===== config.mk =====
export PLATFORM = sky130hd
export DESIGN_NAME = program_memory_loader
export DESIGN_NICKNAME = d
export VERILOG_FILES = /design/src/rtl/program_memory_loader.sv
export SDC_FILE = /design/constraint.sdc
export NUM_CORES = 1
export LEC_CHECK = 0
export CAP_MARGIN = 20
export CORE_UTILIZATION = 40
export CTS_CLUSTER_DIAMETER = 100
export CTS_CLUSTER_SIZE = 24
export DETAILED_ROUTE_END_ITERATION = 10
export PLACE_DENSITY = 0.64
export SLEW_MARGIN = 10
export SYNTH_ARGS = -nofsm -noshare
export SYNTH_HDL_FRONTEND = slang
export SYNTH_SLANG_ARGS = --single-unit

===== constraint.sdc =====
create_clock -name clk -period 3.25 [get_ports clk]
set_input_delay 0.975 -clock clk [delete_from_list [all_inputs] [get_ports clk]]
set_output_delay 0.975 -clock clk [all_outputs]
set_load 0.03 [all_outputs]

===== src/rtl/program_memory_loader.sv =====
// -----------------------------------------------------------------------------
// program_memory_loader
//
// Writer side of the writable program memory. Accepts a framed byte stream
// (typically from a UART receiver), assembles 32-bit instruction words MSB
// first and issues one-cycle write strobes into the program memory, using the
// same byte addressing as the fetch path (word index = MemAddress[31:2]).
//
// Frame: LEN_HI, LEN_LO (word count N), 4*N payload bytes, then one checksum
// byte equal to the XOR of every preceding byte of the frame.
//
// Ports:
//   clk        in   system clock, rising edge
//   reset      in   synchronous reset, active-high
//   Start      in   one-cycle pulse that begins a frame load (ignored while Busy)
//   ByteIn     in   [7:0] stream data byte
//   ByteValid  in   ByteIn is valid this cycle
//   ByteReady  out  loader accepts a byte this cycle (registered)
//   MemWrite   out  one-cycle write strobe to the program memory
//   MemAddress out  [DATA_WIDTH-1:0] byte address of the word being written
//   MemData    out  [DATA_WIDTH-1:0] instruction word being written
//   Busy       out  a load is in progress; the CPU is held
//   Done       out  sticky: last frame loaded with a correct checksum
//   Error      out  sticky: last frame had a bad length or bad checksum
//   WordCount  out  [15:0] words written in the current or last frame
// -----------------------------------------------------------------------------
module program_memory_loader #(
  parameter int                    MEMORY_DEPTH = 32,
  parameter int                    DATA_WIDTH   = 32,
  parameter logic [DATA_WIDTH-1:0] BASE_ADDRESS = 32'h0000_0000
) (
  input  logic                  clk,
  input  logic                  reset,
  input  logic                  Start,
  input  logic [7:0]            ByteIn,
  input  logic                  ByteValid,
  output logic                  ByteReady,
  output logic                  MemWrite,
  output logic [DATA_WIDTH-1:0] MemAddress,
  output logic [DATA_WIDTH-1:0] MemData,
  output logic                  Busy,
  output logic                  Done,
  output logic                  Error,
  output logic [15:0]           WordCount
);

  // Largest frame length that still fits the target memory.
  localparam logic [15:0] DEPTH_LIMIT = 16'(MEMORY_DEPTH);

  typedef enum logic [2:0] {
    S_IDLE   = 3'd0,
    S_LEN_HI = 3'd1,
    S_LEN_LO = 3'd2,
    S_DATA   = 3'd3,
    S_CHECK  = 3'd4,
    S_DONE   = 3'd5,
    S_ERROR  = 3'd6
  } state_t;

  // The states that consume stream bytes are exactly the states in which a
  // load is in progress, so one predicate drives both ByteReady and Busy.
  function automatic logic in_frame(input state_t s);
    case (s)
      S_LEN_HI, S_LEN_LO, S_DATA, S_CHECK: in_frame = 1'b1;
      default:                             in_frame = 1'b0;
    endcase
  endfunction

  // Running XOR checksum of one more stream byte.
  function automatic logic [7:0] xor_fold(input logic [7:0] acc, input logic [7:0] b);
    xor_fold = acc ^ b;
  endfunction

  state_t                  state_r;
  state_t                  state_s;

  logic                    ready_r;
  logic                    write_r;
  logic [DATA_WIDTH-1:0]   addr_r;
  logic [DATA_WIDTH-1:0]   data_r;
  logic                    busy_r;
  logic                    done_r;
  logic                    error_r;
  logic [15:0]             count_r;
  logic [7:0]              acc_r;
  logic [7:0]              len_hi_r;
  logic [15:0]             len_r;
  logic [23:0]             word_r;
  logic [1:0]              byte_cnt_r;

  logic                    accept_s;
  logic                    restart_s;
  logic [15:0]             frame_len_s;
  logic                    last_word_s;
  logic                    word_done_s;
  logic [DATA_WIDTH-1:0]   word_addr_s;

  // Handshake, restart qualification and word-boundary decode.
  always_comb begin
    accept_s    = ByteValid & ready_r;
    restart_s   = Start & ~in_frame(state_r);
    frame_len_s = {len_hi_r, ByteIn};
    // count_r holds the index of the word being assembled.
    last_word_s = ((count_r + 16'd1) == len_r);
    word_done_s = accept_s && (state_r == S_DATA) && (byte_cnt_r == 2'd3);
    word_addr_s = BASE_ADDRESS + {{(DATA_WIDTH-18){1'b0}}, count_r, 2'b00};
  end

  // FSM state register.
  always_ff @(posedge clk) begin
    if (reset) begin
      state_r <= S_IDLE;
    end else begin
      state_r <= state_s;
    end
  end

  // FSM next-state logic.
  always_comb begin
    state_s = state_r;
    case (state_r)
      S_IDLE, S_DONE, S_ERROR: begin
        if (Start) begin
          state_s = S_LEN_HI;
        end else begin
          state_s = state_r;
        end
      end
      S_LEN_HI: begin
        if (accept_s) begin
          state_s = S_LEN_LO;
        end else begin
          state_s = S_LEN_HI;
        end
      end
      S_LEN_LO: begin
        if (!accept_s) begin
          state_s = S_LEN_LO;
        end else if (frame_len_s > DEPTH_LIMIT) begin
          state_s = S_ERROR;
        end else if (frame_len_s == 16'd0) begin
          state_s = S_CHECK;
        end else begin
          state_s = S_DATA;
        end
      end
      S_DATA: begin
        if (word_done_s && last_word_s) begin
          state_s = S_CHECK;
        end else begin
          state_s = S_DATA;
        end
      end
      S_CHECK: begin
        if (!accept_s) begin
          state_s = S_CHECK;
        end else if (ByteIn == acc_r) begin
          state_s = S_DONE;
        end else begin
          state_s = S_ERROR;
        end
      end
      default: state_s = S_IDLE;
    endcase
  end

  // Status flags: registered copies of the next state so they line up with it.
  always_ff @(posedge clk) begin
    if (reset) begin
      ready_r <= 1'b0;
      busy_r  <= 1'b0;
      done_r  <= 1'b0;
      error_r <= 1'b0;
    end else begin
      ready_r <= in_frame(state_s);
      busy_r  <= in_frame(state_s);
      done_r  <= (state_s == S_DONE);
      error_r <= (state_s == S_ERROR);
    end
  end

  // Length capture, checksum accumulation and word assembly.
  always_ff @(posedge clk) begin
    if (reset) begin
      acc_r      <= 8'h00;
      len_hi_r   <= 8'h00;
      len_r      <= 16'h0000;
      word_r     <= 24'h00_0000;
      byte_cnt_r <= 2'd0;
    end else if (restart_s) begin
      acc_r      <= 8'h00;
      len_hi_r   <= 8'h00;
      len_r      <= 16'h0000;
      word_r     <= 24'h00_0000;
      byte_cnt_r <= 2'd0;
    end else if (accept_s && (state_r != S_CHECK)) begin
      acc_r <= xor_fold(acc_r, ByteIn);
      case (state_r)
        S_LEN_HI: len_hi_r <= ByteIn;
        S_LEN_LO: len_r    <= frame_len_s;
        S_DATA: begin
          word_r     <= {word_r[15:0], ByteIn};
          byte_cnt_r <= byte_cnt_r + 2'd1;
        end
        default: len_r <= len_r;
      endcase
    end else begin
      acc_r <= acc_r;
    end
  end

  // Memory write port: strobe, address, data and word count move together on
  // the edge that accepts the fourth byte of a word.
  always_ff @(posedge clk) begin
    if (reset) begin
      write_r <= 1'b0;
      addr_r  <= BASE_ADDRESS;
      data_r  <= {DATA_WIDTH{1'b0}};
      count_r <= 16'h0000;
    end else if (restart_s) begin
      write_r <= 1'b0;
      count_r <= 16'h0000;
    end else if (word_done_s) begin
      write_r <= 1'b1;
      addr_r  <= word_addr_s;
      data_r  <= {word_r, ByteIn};
      count_r <= count_r + 16'd1;
    end else begin
      write_r <= 1'b0;
    end
  end

  assign ByteReady  = ready_r;
  assign MemWrite   = write_r;
  assign MemAddress = addr_r;
  assign MemData    = data_r;
  assign Busy       = busy_r;
  assign Done       = done_r;
  assign Error      = error_r;
  assign WordCount  = count_r;

endmodule


==> results by stage, run 1 <==
Floorplan:
- The initial utilization of the core area, before any placement, comes to 40.99%.
- The die covers 14700 um^2.
- From left edge to right edge, the die measures 121.3 um.
- The number of cell rows is 43.
- Measured along the y axis, the die boundary spans 121.3 um.
- The region available for standard cell placement spans 13880 um^2.
- For this design the top-level I/O count stands at 97.

Power and ir drop:
- In this run the power density over the cells is 523.2 nW/um^2.
- The design draws 3782 uW.
- IR analysis of the VDD net gives a maximum drop of 0.3293 mV.
- The analysis attributes to cell leakage a power of 0.002498 uW.

Route:
- The number of detailed-route iterations in the first pass is 6.
- The detailed-routing wirelength on met1 is 6422 um.
- The top routing layer in use is met4.
- Summed over all nets, wire length on met3 after detailed routing comes to 550 um.
- The routed design uses 6386 um of met2 wire.
- After the first detailed-routing iteration, the DRC count stood at 289.
- In the routed layout, each cell is associated on average with a via count of 4.990.
- The post-detailed-route wirelength per cell is 13.85 um.
- The routed design has 13600 um of wire.
- The number of vias after detailed routing is 4900.
- Once detail routing completed, the nets flagged for antenna violations numbered 0.
- The total DRC errors in the routed layout is 0.

Setup path:
- The critical path class is in2reg.
- The library cell contributing the largest single delay on the critical path is clkdlybuf4s50_1.
- The kind of end point of the critical path is a flop.
- In this run the worst path has a maximum fanout of 5.
- The signal on the critical path passes through clkdlybuf4s50_1, nand3b_1, or2_2, nor4_1, o2111ai_1, or4_4, a211oi_1.
- At the worst endpoint, the required time is 3.58 ns.
- The sort of element at the start of the critical path is an input port.
- On the worst path, the slowest cell contributes a delay of 0.54 ns.
- The most critical setup path has its startpoint at ByteValid.
- The startpoint identified for the worst register-to-register timing path is WordCount[2]$_SDFFE_PP0P_.
- The arrival time of the worst setup path is 3.17 ns.

Clocking:
- The number of clock sinks is 129.
- The number of clock buffers added by TritonCTS is 17.
- The insertion delay to the later sink of the worst-skew pair is 0.42 ns.
- The worst-case clock buffer depth is 2.
- The cell at the root of the clock tree is clkbuf_16.
- The H-tree generated during clock tree synthesis spans 4 levels.
- The post-CTS repair timing setup buffer count is 0.
- The clock tree from TritonCTS is done.
- After clock tree synthesis, the clock-pin slew on the worst setup and hold paths is 0.05 ns.
- The post-CTS resize count is 0.
- Buffers inserted to repair hold after CTS numbered 0.

Logic synthesis:
- The most common cell in the synthesized netlist is nand2_1.
- Sequential cells were found to cover 45.39% of the synthesized design area.
- The per-instance average area after synthesis is 7.891 um^2.
- The post-synthesis async set-or-reset flop share is 0%.
- The cell area after synthesis is 5689 um^2.
- Summing the areas of all xor and xnor instances in the mapped netlist gives 8.313% of the synthesized area.
- The warning count from the yosys run is 0.
- The area share of the largest cell type after synthesis is 45.39%.
- The distinct cell type count after synthesis is 56.
- Of the post-synthesis cell area, the part taken by muxes is 1.605%.
- The synthesized netlist devotes 0.4399% of its cell area to adder and majority cells.
- The synthesized design contains 129 register bits.
- The main combinational cell family by area after synthesis is simple AND/OR/NAND/NOR gates.
- The number of flops mapped to enable cells by yosys is 0.
- The most area-hungry cell type in the Yosys netlist is dfxtp_1.
- The post-synthesis share of cell area spent on and, or, nand and nor gates is 24.72%.
- Summing the areas of all compound-gate instances in the mapped netlist gives 12.51% of the synthesized area.
- In the post-synthesis netlist, the biggest area contributors are dfxtp_1 45%, nand2_1 14%, a21oi_1 8.5%.
- The commonest cells after synthesis are 208 x nand2_1, 129 x dfxtp_1, 97 x a21oi_1.
- After technology mapping, the gate count stands at 721.
- The dominant register cell in the synthesized netlist is dfxtp_1.

STA:
- The least setup slack across all paths after layout is 0.4090 ns.
- The minimum clock period after layout is 2.841 ns.
- The final number of hold-violating endpoints is 0.
- The worst hold slack across all endpoints is 0.4532 ns.
- The worst-margin pin slew is 0.6752 ns.
- The part of the cycle the worst path needs is 87.41%.
- The fmax is 352.0 MHz.
- Between clock sinks in the finished design, the worst skew comes to 0.004844 ns.
- The tightest slew margin relative to the limit is 54.99%.
- The final-report max-slew violation count is 0.
- The number of setup violations in the final report is 0.
- Setup repair after global routing left no endpoint under its margin.

GRT:
- The number of antenna violations at the first check in global routing is 0.
- Global routing used 19.67% of the available tracks.
- The total overflow left after global routing is 0.
- Entering global routing, the biggest net connects 75 pins.
- The number of global-route vias before repair was 4697.
- The first global-routing pass estimated 22540 um of wire.

Finish:
- Compared with the post-synthesis result, the final layout area differs by 27.07%.
- The number of standard cells in the layout, taps in and fillers out is 982.
- The repair_antennas step left the layout with diodes totalling 0.
- Fill cells in the final layout number 1299.
- The net count reported at finish is 803.
- The share of final-layout standard cells stronger than drive strength 1 is 8.105%.

Run status:
- The run finished with clean final reports.

Placed design:
- At the end of routability-driven placement, the weighted congestion stood at 0.8597.
- The count of input and output buffers is 80.
- The placed instance count is 950.
- The total half-perimeter wirelength after legalization and detailed placement is 9542 um.
- The placement-stage worst setup slack is -0.01198 ns.

Run:
- The tool flagged a number of max-cap violations equal to 0.

Min path:
- The worst hold path belongs to the class reg2reg.
- The start point of the worst min-delay path is word_r[23]$_SDFFE_PP0P_.
report_power, final:
part / switching [uW] / internal [uW]
clock: 681 / 1310
sequential: 13.0 / 1590
combinational: 126 / 60.9
layout make-up:
class,count,area (um^2),area share [%]
Clock buffer,25,505.5,6.992
Clock inverter,7,121.4,1.679
Inverter,6,22.52,0.3115
Multi-Input combinational cell,530,2776,38.40
Sequential cell,129,2582,35.72
Tap cell,180,225.2,3.115
Timing Repair Buffer,105,996.0,13.78
registers in the layout, indices dropped and copies added (netlist names), 2 cells and up:
name	count
acc_r	8
state_r	3
MemData	32
word_r	24
len_r	16
byte_cnt_r	2
MemAddress	16
WordCount	16
len_hi_r	8
critical path, delay by kind of cell:
family                 cells  cell delay, ns
and+or+nand+nor            4            1.29
buffers and inverters      1            0.54
AOI/OAI and AO/OA          2            0.36
logic make-up (layout without fill, tap and decap cells):
logic type,after synthesis,after routing
AOI/OAI and AO/OA,126,126
xor gates and xnor gates,54,54
adders and majority gates,2,2
buffers and inverters,77,143
DFF,129,129
muxes,9,9
other,1,16
and+or+nand+nor,323,323
cells in the final DEF, fill, tap and decap left out, types with 6 or more instances in the layout:
| cell type | count |
|---|---|
| nor4_1 | 9 |
| dfxtp_1 | 129 |
| xnor2_1 | 31 |
| nand2_1 | 208 |
| nand4_1 | 9 |
| nand3_1 | 10 |
| conb_1 | 16 |
| clkdlybuf4s50_1 | 79 |
| a21oi_1 | 97 |
| nor2_1 | 53 |
| inv_1 | 6 |
| mux2i_1 | 8 |
| clkbuf_16 | 17 |
| buf_4 | 24 |
| xor2_1 | 23 |
routing by layer:
layer	up-vias	track usage (%)
met3	22	4.464
met5	-	0
met2	119	32.14
met1	2279	24.89
li1	2480	-
met4	0	8.102
metrics by stage:
stage	instance area, um^2	utilization [%]	setup TNS (ns)
2_1_floorplan	5746	-	0
3_3_place_gp	6603	47.57	0
3_5_place_dp	6603	47.57	-0.02045
4_1_cts	7229	52.08	0
5_1_grt	7229	52.08	0
6_report	7229	52.08	0
final timing paths:
path                             endpoint  slack [ns]  depth (start not counted)
hold / removal    word_r[23]$_SDFFE_PP0P_        0.45                          2
hold reg to reg   word_r[23]$_SDFFE_PP0P_        0.45                          2
setup reg to reg          Done$_SDFF_PP0_        0.53                          6
setup / recovery          Done$_SDFF_PP0_        0.41                          7
No activity file was read; power rests on OpenSTA's default activity.
==> run 2, diff against run 1 <==
Settings changed: CTS_CLUSTER_DIAMETER 100 to 40.
==> results of run 2 <==
The final DEF is identical to that of run 1; final timing and power are the same.
==> run 3, diff against run 2 <==
Settings changed: CORE_ASPECT_RATIO from default to 1.25, SLEW_MARGIN 10 to default.
Clock period 3.25 ns to 2.9 ns, I/O delays scaled along.
==> results by stage, run 3 (synthesized netlist as in run 1, its figures left out) <==
Run status:
- The flow ran to the end, and the final reports show no timing, DRC or antenna violations.

Power and ir drop:
- The switching portion of total power is 23.75%.
- The portion of total power attributed to the clock network is 51.3%.
- Summing internal, switching and leakage power gives 4137 uW.
- The worst-case IR drop observed on VDD is 0.4103 mV.
- The internal portion of the total power is 3154 uW.
- The net switching power figure is 982.3 uW.
- In this run the power density over the cells is 570.6 nW/um^2.
- The static leakage is 0.002513 uW.
- Of the total power, registers draw 43.5%.
- In this run, the combinational gates consume 5.2% of the power.

Setup path:
- STA classifies the critical path endpoint as a flop.
- The number of stages on the worst setup path is 7.
- STA classifies the critical path startpoint as an input port.
- The number of cells on the worst reg-to-reg path is 6.
- Walking the worst path, the cells encountered are clkdlybuf4s50_1, nand3b_1, or2_2, nor4_1, o2111ai_1, or4_4, a211oi_1.
- Data on the critical path is required at its endpoint by 3.21 ns.
- Along the worst path, the maximum fanout reaches 5.
- The reg-to-reg startpoint is WordCount[2]$_SDFFE_PP0P_.
- The peak per-stage delay on the critical path is 0.55 ns.
- The library cell contributing the largest single delay on the critical path is clkdlybuf4s50_1.
- The family of cells with the greatest summed delay on the critical path is simple AND/OR/NAND/NOR gates.
- For the worst setup path, the data arrival time is 3.10 ns.
- The critical path is of the in2reg type.
- The buffers plus inverters on the worst setup path is 1.
- The endpoint identified for the worst register-to-register timing path is Done$_SDFF_PP0_.
- The worst register-to-register path has a setup slack of 0.25 ns.

GRT:
- The combined global-route utilization of all metal layers is 20.91%.
- The number of global-route vias before repair is 4940.
- For this run the aggregate overflow at the end of global routing stands at 0.
- Entering global routing, the biggest net connects 59 pins.
- The number of antenna violations at the first check in global routing is 0.
- The first global-routing pass estimated 23880 um of wire.

Min path:
- The end point of the most critical hold path is MemAddress[9]$_SDFFE_PP0P_.
- The class of the tightest hold or removal check is reg2reg.
- The hold path depth is 2.
- In this run the most critical hold path is launched from MemAddress[9]$_SDFFE_PP0P_.

Route:
- Wires add up to 14480 um.
- The post-detailed-route wirelength per cell is 14.75 um.
- The detailed router placed 4994 vias in this run.
- In this run the remaining antenna-violating nets after routing total 0.
- After detailed routing, the number of remaining DRC violations is 0.
- The pre-antenna-repair detailed-routing pass consisted of 4 iterations.
- The met2 layer wire length in the routed design is 7176 um.
- The post-detailed-route via-to-cell ratio is 5.086.
- The top routing layer in use is met4.
- After the first detailed-routing iteration, the DRC count stood at 260.
- The routed wire length on met3 is 544 um.
- The detailed-routing wirelength on met1 is 6458 um.

STA:
- The final-report max-slew violation count is 0.
- The final number of hold-violating endpoints is 0.
- The number of setup violations in the final report is 0.
- The worst path uses 95.99% of the clock period.
- Based on the critical path, the design can be clocked at up to 359.2 MHz.
- The minimum clock period after layout is 2.784 ns.
- Setup repair after global routing left no endpoint under its margin.
- The tightest slew margin relative to the limit is 60.20%.
- Once routing completed, OpenROAD measured the worst setup slack at 0.1164 ns.
- The clock arrives with 0.01299 ns of skew.
- For the pin with the worst max-slew slack, the measured transition is 0.5970 ns.

Run:
- Max-cap violations in this run came to 0.

Clocking:
- The insertion delay to the later sink of the worst-skew pair is 0.41 ns.
- The number of buffers created by CTS is 17.
- In this run the deepest clock path goes through 2 buffers.
- The number of clock sinks is 129.
- The clock tree from TritonCTS is done.
- Buffers added to address setup during post-CTS repair amount to 0.
- Post-CTS repair changed the size of 0 cells.
- The count of hold buffers inserted by post-cts repair is 0.
- Clock tree synthesis selected as its root buffer the cell clkbuf_16.
- The post-CTS clock slew at the launch and capture registers of the worst setup and hold paths is 0.05 ns.
- The number of levels in the clock H-tree is 4.

Finish:
- Fill cells in the final layout number 1368.
- The library cell used most frequently in the layout, excluding fill and tap cells, is nand2_1.
- The net count reported at finish is 808.
- The library cells used most frequently in the layout, excluding fill and tap cells, are 208 x nand2_1, 129 x dfxtp_1, 97 x a21oi_1.
- The register with the most flip-flops in the layout has 32 of them.
- The count of inserted antenna diode cells is 0.
- The synthesis-to-finish area growth is 27.42%.
- The share of final-layout standard cells stronger than drive strength 1 is 9.170%.

Placed design:
- The HPWL after detailed placement is 10170 um.
- The final RePlAce weighted congestion is 0.8363.
- In this run the tool buffered the top-level ports with 80 buffer cells.
- The placement-stage worst setup slack is -0.2798 ns.

Floorplan:
- The number of cell rows is 48.
- The initial core utilization is 41.01%.
- The floorplan step set the die height to 135.3 um.
- The area enclosed by the die boundary is 14710 um^2.
- The die extent in x is 108.7 um.
- The number of placed I/O pins is 97.
- After floorplanning, the core was sized to cover 13870 um^2.
[run 3: area by class of cell]
class | instances | area [um^2] | share of cell area, %
Timing Repair Buffer | 110 | 1046 | 14.43
Tap cell | 175 | 219.0 | 3.020
Multi-Input combinational cell | 530 | 2784 | 38.40
Inverter | 6 | 22.52 | 0.3107
Sequential cell | 129 | 2582 | 35.62
Clock inverter | 14 | 156.4 | 2.157
Clock buffer | 18 | 439.2 | 6.058
[run 3: worst max path at each step]
stage | start | endpoint | slack (ns)
2_1_floorplan | WordCount[0]$_SDFFE_PP0P_ | Done$_SDFF_PP0_ | 0.22
3_3_place_gp | ByteValid | Error$_SDFF_PP0_ | -0.18
3_5_place_dp | ByteValid | Done$_SDFF_PP0_ | -0.28
4_1_cts | ByteValid | Done$_SDFF_PP0_ | 0.12
5_1_grt | ByteValid | Done$_SDFF_PP0_ | 0.01
6_report | ByteValid | Done$_SDFF_PP0_ | 0.12
[run 3: routing by layer]
layer / vias up / GRT usage, %
li1: 2492 / -
met1: 2359 / 25.13
met2: 121 / 35.13
met3: 22 / 5.868
met4: 0 / 7.883
met5: - / 0
[run 3: metrics by stage]
step	cells	hold slack (ns)	setup TNS [ns]	instance area (um^2)	utilization [%]
finish	982	0.4520	0	7249	52.25
global route	982	0.4680	0	7249	52.25
CTS	982	0.4542	0	7242	52.20
detailed placement	950	0.4465	-1.340	6646	47.91
global placement	950	0.4409	-0.7561	6646	47.91
floorplan	736	0.4322	0	5746	-
[run 3: worst min-delay path, delay by kind of cell (launching register included)]
kind	cells	cell delay [ns]
AND/OR/NAND/NOR	1	0.05
AO/OA/AOI/OAI	1	0.05
flip-flops	1	0.30
[run 3: power groups by stage]
stage               sequential (uW)  clock (uW)  combinational, uW
CTS                            1800        2160                215
finish                         1800        2120                214
global route                   1800        2250                233
detailed placement             1840           0                214
floorplan                      1840           0                158
global placement               1840           0                211
